**config.mk**
```make
export PLATFORM = sky130hd
export DESIGN_NAME = pong_match_ctrl
export DESIGN_NICKNAME = d
export VERILOG_FILES = /design/src/rtl/pong_match_ctrl_pkg.sv /design/src/rtl/pong_match_ctrl_btn_edge.sv /design/src/rtl/pong_match_ctrl.sv
export SDC_FILE = /design/constraint.sdc
export NUM_CORES = 1
export LEC_CHECK = 0
export CAP_MARGIN = 0
export CORE_MARGIN = 2
export CORE_UTILIZATION = 37
export CTS_CLUSTER_SIZE = 30
export DETAILED_ROUTE_END_ITERATION = 10
export GPL_ROUTABILITY_DRIVEN = 0
export SETUP_SLACK_MARGIN = 0.3
export SLEW_MARGIN = 10
export SYNTH_ARGS = -nofsm -noshare
export SYNTH_HDL_FRONTEND = slang
export SYNTH_SLANG_ARGS = --single-unit
```
**constraint.sdc**
```tcl
create_clock -name clk -period 2.2 [get_ports clk]
set_input_delay 0.66 -clock clk [delete_from_list [all_inputs] [get_ports clk]]
set_output_delay 0.66 -clock clk [all_outputs]
set_load 0.01 [all_outputs]
```
**src/rtl/pong_match_ctrl_pkg.sv**
```systemverilog
// Shared types and constants for the Pong match sequencer: FSM state encoding,
// screen geometry and score nibble helpers.
package pong_match_ctrl_pkg;

    typedef enum logic [2:0] {
        ST_IDLE  = 3'd0,
        ST_SERVE = 3'd1,
        ST_RALLY = 3'd2,
        ST_POINT = 3'd3,
        ST_PAUSE = 3'd4,
        ST_OVER  = 3'd5
    } state_e;

    localparam int SCREEN_WIDTH  = 640;
    localparam int SCREEN_HEIGHT = 480;
    localparam int SCORE_W       = 4;

    localparam logic [SCORE_W-1:0] SCORE_MAX = '1;

    // Scores stick at the top of the nibble rather than wrapping back to zero.
    function automatic logic [SCORE_W-1:0] sat_inc(input logic [SCORE_W-1:0] v);
        return (v == SCORE_MAX) ? v : v + SCORE_W'(1);
    endfunction

endpackage

```
**src/rtl/pong_match_ctrl_btn_edge.sv**
```systemverilog
// Button front end: two-flop synchroniser for an asynchronous pin followed by a
// rising-edge detector that produces a single-cycle pulse.
module pong_match_ctrl_btn_edge (
    input  logic clk,
    input  logic rst_n,
    input  logic btn_i,
    output logic rise_o
);

    logic [2:0] sync_q;
    logic [2:0] sync_d;

    always_comb sync_d = {sync_q[1:0], btn_i};

    always_ff @(posedge clk) begin
        if (!rst_n) sync_q <= '0;
        else        sync_q <= sync_d;
    end

    // sync_q[2] is only the history bit for edge detection, not a third sync stage.
    assign rise_o = sync_q[1] & ~sync_q[2];

endmodule

```
**src/rtl/pong_match_ctrl.sv**
```systemverilog
// Pong match sequencer: serve/rally/point/pause/game-over flow, frame tick and move gating.
// Define PONG_WIN_BY_TWO_EN to require a two-point lead (or a saturated score) to win.
module pong_match_ctrl
    import pong_match_ctrl_pkg::*;
#(
    parameter int unsigned CLK_DIV_W   = 16,
    parameter int unsigned SERVE_DELAY = 60,
    parameter int unsigned WIN_SCORE   = 11
) (
    input  logic       clk,
    input  logic       rst_n,
    input  logic       start_btn,
    input  logic       pause_btn,
    input  logic       point_p,
    input  logic       point_o,
    output logic       frame_tick,
    output logic       move_en,
    output logic       serve_req,
    output logic       serve_dir,
    output logic [7:0] score,
    output logic [2:0] state,
    output logic       game_over,
    output logic       winner
);

    localparam logic [SCORE_W-1:0] WIN_S      = SCORE_W'(WIN_SCORE);
    localparam logic [7:0]         SERVE_LAST = 8'(SERVE_DELAY - 1);

    logic [1:0] btn_rise;
    logic       start_rise, pause_rise;

    pong_match_ctrl_btn_edge u_btn [1:0] (
        .clk    (clk),
        .rst_n  (rst_n),
        .btn_i  ({pause_btn, start_btn}),
        .rise_o (btn_rise)
    );

    assign start_rise = btn_rise[0];
    assign pause_rise = btn_rise[1];

    logic [CLK_DIV_W-1:0] cnt_q, cnt_d;
    state_e               state_q, state_d, saved_q, saved_d;
    logic [7:0]           serve_cnt_q, serve_cnt_d;
    logic [SCORE_W-1:0]   p_q, p_d, o_q, o_d;
    logic                 serve_dir_q, serve_dir_d;
    logic                 winner_q, winner_d;
    logic                 serve_req_q, serve_req_d;
    logic                 last_p_q, last_p_d;

    logic [SCORE_W-1:0]   pts_scorer, pts_other;
    logic                 win;

    assign frame_tick = &cnt_q;

    // Win check runs in POINT on the already-updated score of whoever just scored.
    always_comb begin
        pts_scorer = last_p_q ? p_q : o_q;
        pts_other  = last_p_q ? o_q : p_q;
`ifdef PONG_WIN_BY_TWO_EN
        win = ((pts_scorer >= WIN_S) &&
               ({1'b0, pts_scorer} >= {1'b0, pts_other} + (SCORE_W+1)'(2))) ||
              (pts_scorer == SCORE_MAX);
`else
        win = (pts_scorer == WIN_S);
`endif
    end

    always_comb begin
        cnt_d       = cnt_q + CLK_DIV_W'(1);
        state_d     = state_q;
        saved_d     = saved_q;
        serve_cnt_d = serve_cnt_q;
        p_d         = p_q;
        o_d         = o_q;
        serve_dir_d = serve_dir_q;
        winner_d    = winner_q;
        serve_req_d = 1'b0;
        last_p_d    = last_p_q;

        // A start edge (re)starts the match from anywhere except the one-cycle POINT state.
        if (start_rise && state_q != ST_POINT) begin
            p_d         = '0;
            o_d         = '0;
            serve_dir_d = 1'b1;
            serve_req_d = 1'b1;
            serve_cnt_d = '0;
            state_d     = ST_SERVE;
        end else begin
            case (state_q)
                ST_SERVE: begin
                    if (pause_rise) begin
                        saved_d = ST_SERVE;
                        state_d = ST_PAUSE;
                    end else if (frame_tick) begin
                        if (serve_cnt_q == SERVE_LAST) begin
                            serve_cnt_d = '0;
                            state_d     = ST_RALLY;
                        end else begin
                            serve_cnt_d = serve_cnt_q + 8'd1;
                        end
                    end
                end
                ST_RALLY: begin
                    if (pause_rise) begin
                        saved_d = ST_RALLY;
                        state_d = ST_PAUSE;
                    end else if (point_p) begin
                        p_d         = sat_inc(p_q);
                        serve_dir_d = 1'b0;
                        last_p_d    = 1'b1;
                        state_d     = ST_POINT;
                    end else if (point_o) begin
                        o_d         = sat_inc(o_q);
                        serve_dir_d = 1'b1;
                        last_p_d    = 1'b0;
                        state_d     = ST_POINT;
                    end
                end
                ST_POINT: begin
                    if (win) begin
                        winner_d = last_p_q;
                        state_d  = ST_OVER;
                    end else begin
                        serve_req_d = 1'b1;
                        serve_cnt_d = '0;
                        state_d     = ST_SERVE;
                    end
                end
                ST_PAUSE: begin
                    if (pause_rise) state_d = saved_q;
                end
                ST_IDLE, ST_OVER: ;
                default: state_d = ST_IDLE;
            endcase
        end
    end

    always_ff @(posedge clk) begin
        if (!rst_n) begin
            cnt_q       <= '0;
            state_q     <= ST_IDLE;
            saved_q     <= ST_IDLE;
            serve_cnt_q <= '0;
            p_q         <= '0;
            o_q         <= '0;
            serve_dir_q <= 1'b1;
            winner_q    <= 1'b0;
            serve_req_q <= 1'b0;
            last_p_q    <= 1'b0;
        end else begin
            cnt_q       <= cnt_d;
            state_q     <= state_d;
            saved_q     <= saved_d;
            serve_cnt_q <= serve_cnt_d;
            p_q         <= p_d;
            o_q         <= o_d;
            serve_dir_q <= serve_dir_d;
            winner_q    <= winner_d;
            serve_req_q <= serve_req_d;
            last_p_q    <= last_p_d;
        end
    end

    assign move_en   = frame_tick && (state_q == ST_RALLY);
    assign serve_req = serve_req_q;
    assign serve_dir = serve_dir_q;
    assign score     = {o_q, p_q};
    assign state     = state_q;
    assign game_over = (state_q == ST_OVER);
    assign winner    = winner_q;

endmodule

```
==> results.sh <==
export IMPL_status="complete, no violations"
export IMPL_yosys_warnings=0
export IMPL_clk_pin_slew_worst_paths_ns=0.09
export IMPL_post_drt_wl_per_cell_um=13.4
export IMPL_syn_avg_cell_area_um2=8.97
export IMPL_syn_area_mm2=0.00236
export IMPL_final_cells=389
export IMPL_grt_max_degree=30
export IMPL_setup_slack_ns=0.0256
export IMPL_yosys_top_cells_area="dfxtp_1 40%, and2_1 4.8%, nand3_1 4.5%, xnor2_1 3.7%, xor2_1 3.3%"
export IMPL_pre_cts_ws_ns=-0.117
export IMPL_crit_type="reg -> out"
export IMPL_fin_hold_ws_ns=0.442
export IMPL_grt_pass1_vias=1902
export IMPL_ctsHoldBuffers=0
export IMPL_synth_top_area_frac=0.399
export IMPL_post_route_period_util=0.988
export IMPL_setup_tns_ns=0
export IMPL_cp_common_cell="buf_6"
export IMPL_n_fill_cell=607
export IMPL_routed_wl_um=5210
export IMPL_avgViaCountPerCell=5.10
export IMPL_drcViolationCount=0
export IMPL_clk_latency_ns=0.30
export IMPL_grt_usage=0.156
export IMPL_hpwlAfterDp_um=3770
export IMPL_synth_nets=273
export IMPL_rsz0062_at_grt="yes"
export IMPL_insertedDiodeCount=0
export IMPL_vias=1982
export IMPL_hold_start="u_btn[0].sync_q[0]$_SDFF_PN0_"
export IMPL_cp_startpoint="cnt_q[0]$_SDFF_PN0_"
export IMPL_crit_chain="ha_4 -> nand3_2 -> and4bb_2 -> buf_6 -> and2_4 -> buf_6"
export IMPL_firstDrtPassIters=4
export IMPL_synth_seq_cells=47
export IMPL_die_area_mm2=0.00703
export IMPL_io_buffers=22
export IMPL_gr_total_overflow=0
export IMPL_synth_top_area_cell="dfxtp_1"
export IMPL_cp_end_kind="output port"
export IMPL_critical_path_max_fanout=2
export IMPL_hold_class="reg -> reg"
export IMPL_cts_tree="done"
export IMPL_h_tree_depth=2
export IMPL_fin_skew_ns=0.00855
export IMPL_cp_arrival_ns=1.51
export IMPL_maxCapViolCount=0
export IMPL_final_layout_size_suffix_gt1_frac=0.263
export IMPL_fp_row_count=29
export IMPL_area_delta_synth_final_pct=26.7
export IMPL_nNetsFinal=321
export IMPL_drv_slew=0
export IMPL_seq_area_frac_synth=0.399
export IMPL_vdd_drop_max_v=0.000348
export IMPL_worst_slew_pin_slew_ns=0.428
export IMPL_r2r_start="cnt_q[0]$_SDFF_PN0_"
export IMPL_initial_core_util=0.378
export IMPL_numCtsBuffers=5
export IMPL_post_route_util=0.479
export IMPL_max_slew_margin_rel=0.714
export IMPL_synth_distinct_cells=56
export IMPL_die_height_um=83.9
export IMPL_die_x_um=83.9
export IMPL_clock_sinks=47
export IMPL_ant_nets=0
export IMPL_drt_iter0_drc=76
export IMPL_synthCells=263
export IMPL_root_buffer="clkbuf_8"
export IMPL_yosys_most_used_dff="dfxtp_1"
export IMPL_start_kind="flip-flop"
export IMPL_hold_violations=0
export IMPL_core_area_mm2=0.00624
export IMPL_max_stage_delay_ns=0.36
export IMPL_antenna_found_initial=0
export IMPL_crit_slowest_cell="dfxtp_2"
export IMPL_async_reset_ff_frac=0
export IMPL_power_density_mw_per_mm2=513
export IMPL_clk_path_buf_depth=2
export IMPL_worstPathRequired_ns=1.54
export IMPL_setup_viol=0
export IMPL_pin_count=23
export IMPL_synth_edf_count=0
export IMPL_grt_first_pass_wirelength_um=9030
export IMPL_placedCellCount=378
export IMPL_min_period_ns=2.17
export IMPL_p_leak_nw=1.30
export IMPL_max_freq_mhz=460
[layer usage]
layer | vias to the layer above | wire (um) | part of all wire | GRT usage
met5 | - | 0 | 0 | 0
met4 | 0 | 57 | 0.011 | 0.0455
met3 | 6 | 173 | 0.033 | 0.0356
met2 | 25 | 2400 | 0.46 | 0.241
met1 | 921 | 2580 | 0.49 | 0.219
li1 | 1030 | - | - | -
[worst max-delay path, delay by kind of cell (launching register included)]
family	cells	cell delay, ns
adders and majority gates	1	0.15
buffers and inverters	2	0.19
DFF	1	0.36
and+or+nand+nor	3	0.53
[flip-flops by register name, indices dropped and copies added, names as in the netlist]
| signal | count |
|---|---|
| cnt_q | 16 |
| last_p_q | 1 |
| o_q | 4 |
| p_q | 4 |
| saved_q | 2 |
| serve_cnt_q | 8 |
| serve_dir | 1 |
| serve_req | 1 |
| state | 3 |
| u_btn.sync_q | 6 |
| winner | 1 |
[repair_timing]
action | in CTS | in global routing
endpoints found under the setup margin | 14 | 16
resized for setup | 38 | 13
pin swaps | 2 | 4
buffers inserted | 3 | 0
[cell type report]
type | count | area [um^2] | share of cell area
Timing Repair Buffer | 53 | 473 | 0.158
Tap cell | 77 | 96.3 | 0.0322
Clock buffer | 6 | 72.6 | 0.0243
Inverter | 6 | 22.5 | 0.00753
Sequential cell | 47 | 961 | 0.321
Multi-Input combinational cell | 198 | 1350 | 0.452
Clock inverter | 2 | 12.5 | 0.00419
[Yosys cell counts, drive strengths merged (5+ instances only)]
cell	instances
a211oi	6
a21boi	5
a21oi	7
and2	21
and3	9
buf	7
clkbuf	5
dfxtp	47
inv	6
nand2	14
nand3	21
nand4	11
nor2	20
nor2b	6
nor3	8
o21ai	8
xnor2	10
xor2	9
[logic make-up (layout without fill, tap and decap cells)]
logic type | count (synthesis) | after routing | synth area share
flops | 47 | 47 | 0.399
buf+inv | 18 | 67 | 0.0440
compound gates | 40 | 40 | 0.124
mux | 3 | 3 | 0.0133
fa+ha+maj | 4 | 4 | 0.0212
xor+xnor | 19 | 19 | 0.0705
simple gates | 132 | 132 | 0.328
[where the power goes]
group          switching (W)  internal [W]  leakage (nW)
logic              0.0000768     0.0000701         0.868
clock network       0.000286      0.000222        0.0412
registers          0.0000135      0.000866         0.387
[through the flow]
| stage | area [um^2] | power, W |
|---|---|---|
| after global routing | 2990 | 0.00161 |
| after detailed placement | 2810 | 0.00104 |
| after CTS | 2960 | 0.00156 |
| after global placement | 2810 | 0.00104 |
| final | 2990 | 0.00153 |
| after floorplan | 2360 | 0.000985 |
[final timing paths]
path                            slack, ns  cells past startpoint                            end
worst min register to register       0.44                      1  u_btn[0].sync_q[1]$_SDFF_PN0_
worst max register to register       0.39                      8    serve_cnt_q[4]$_SDFFE_PP0P_
worst min-delay path                 0.44                      1  u_btn[0].sync_q[1]$_SDFF_PN0_
worst max-delay path                 0.03                      6                        move_en
[cells in the final DEF (no fill, tap or decap), drive strengths merged, types with 5 or more instances in the layout]
cell	count
a211oi	6
a21boi	5
a21oi	7
and2	21
and3	9
buf	34
clkbuf	6
clkdlybuf4s50	7
dfxtp	47
dlymetal6s2s	8
inv	6
nand2	14
nand3	21
nand4	11
nor2	20
nor2b	6
nor3	8
o21ai	8
xnor2	10
xor2	9
(Power assumes the default switching activity.)
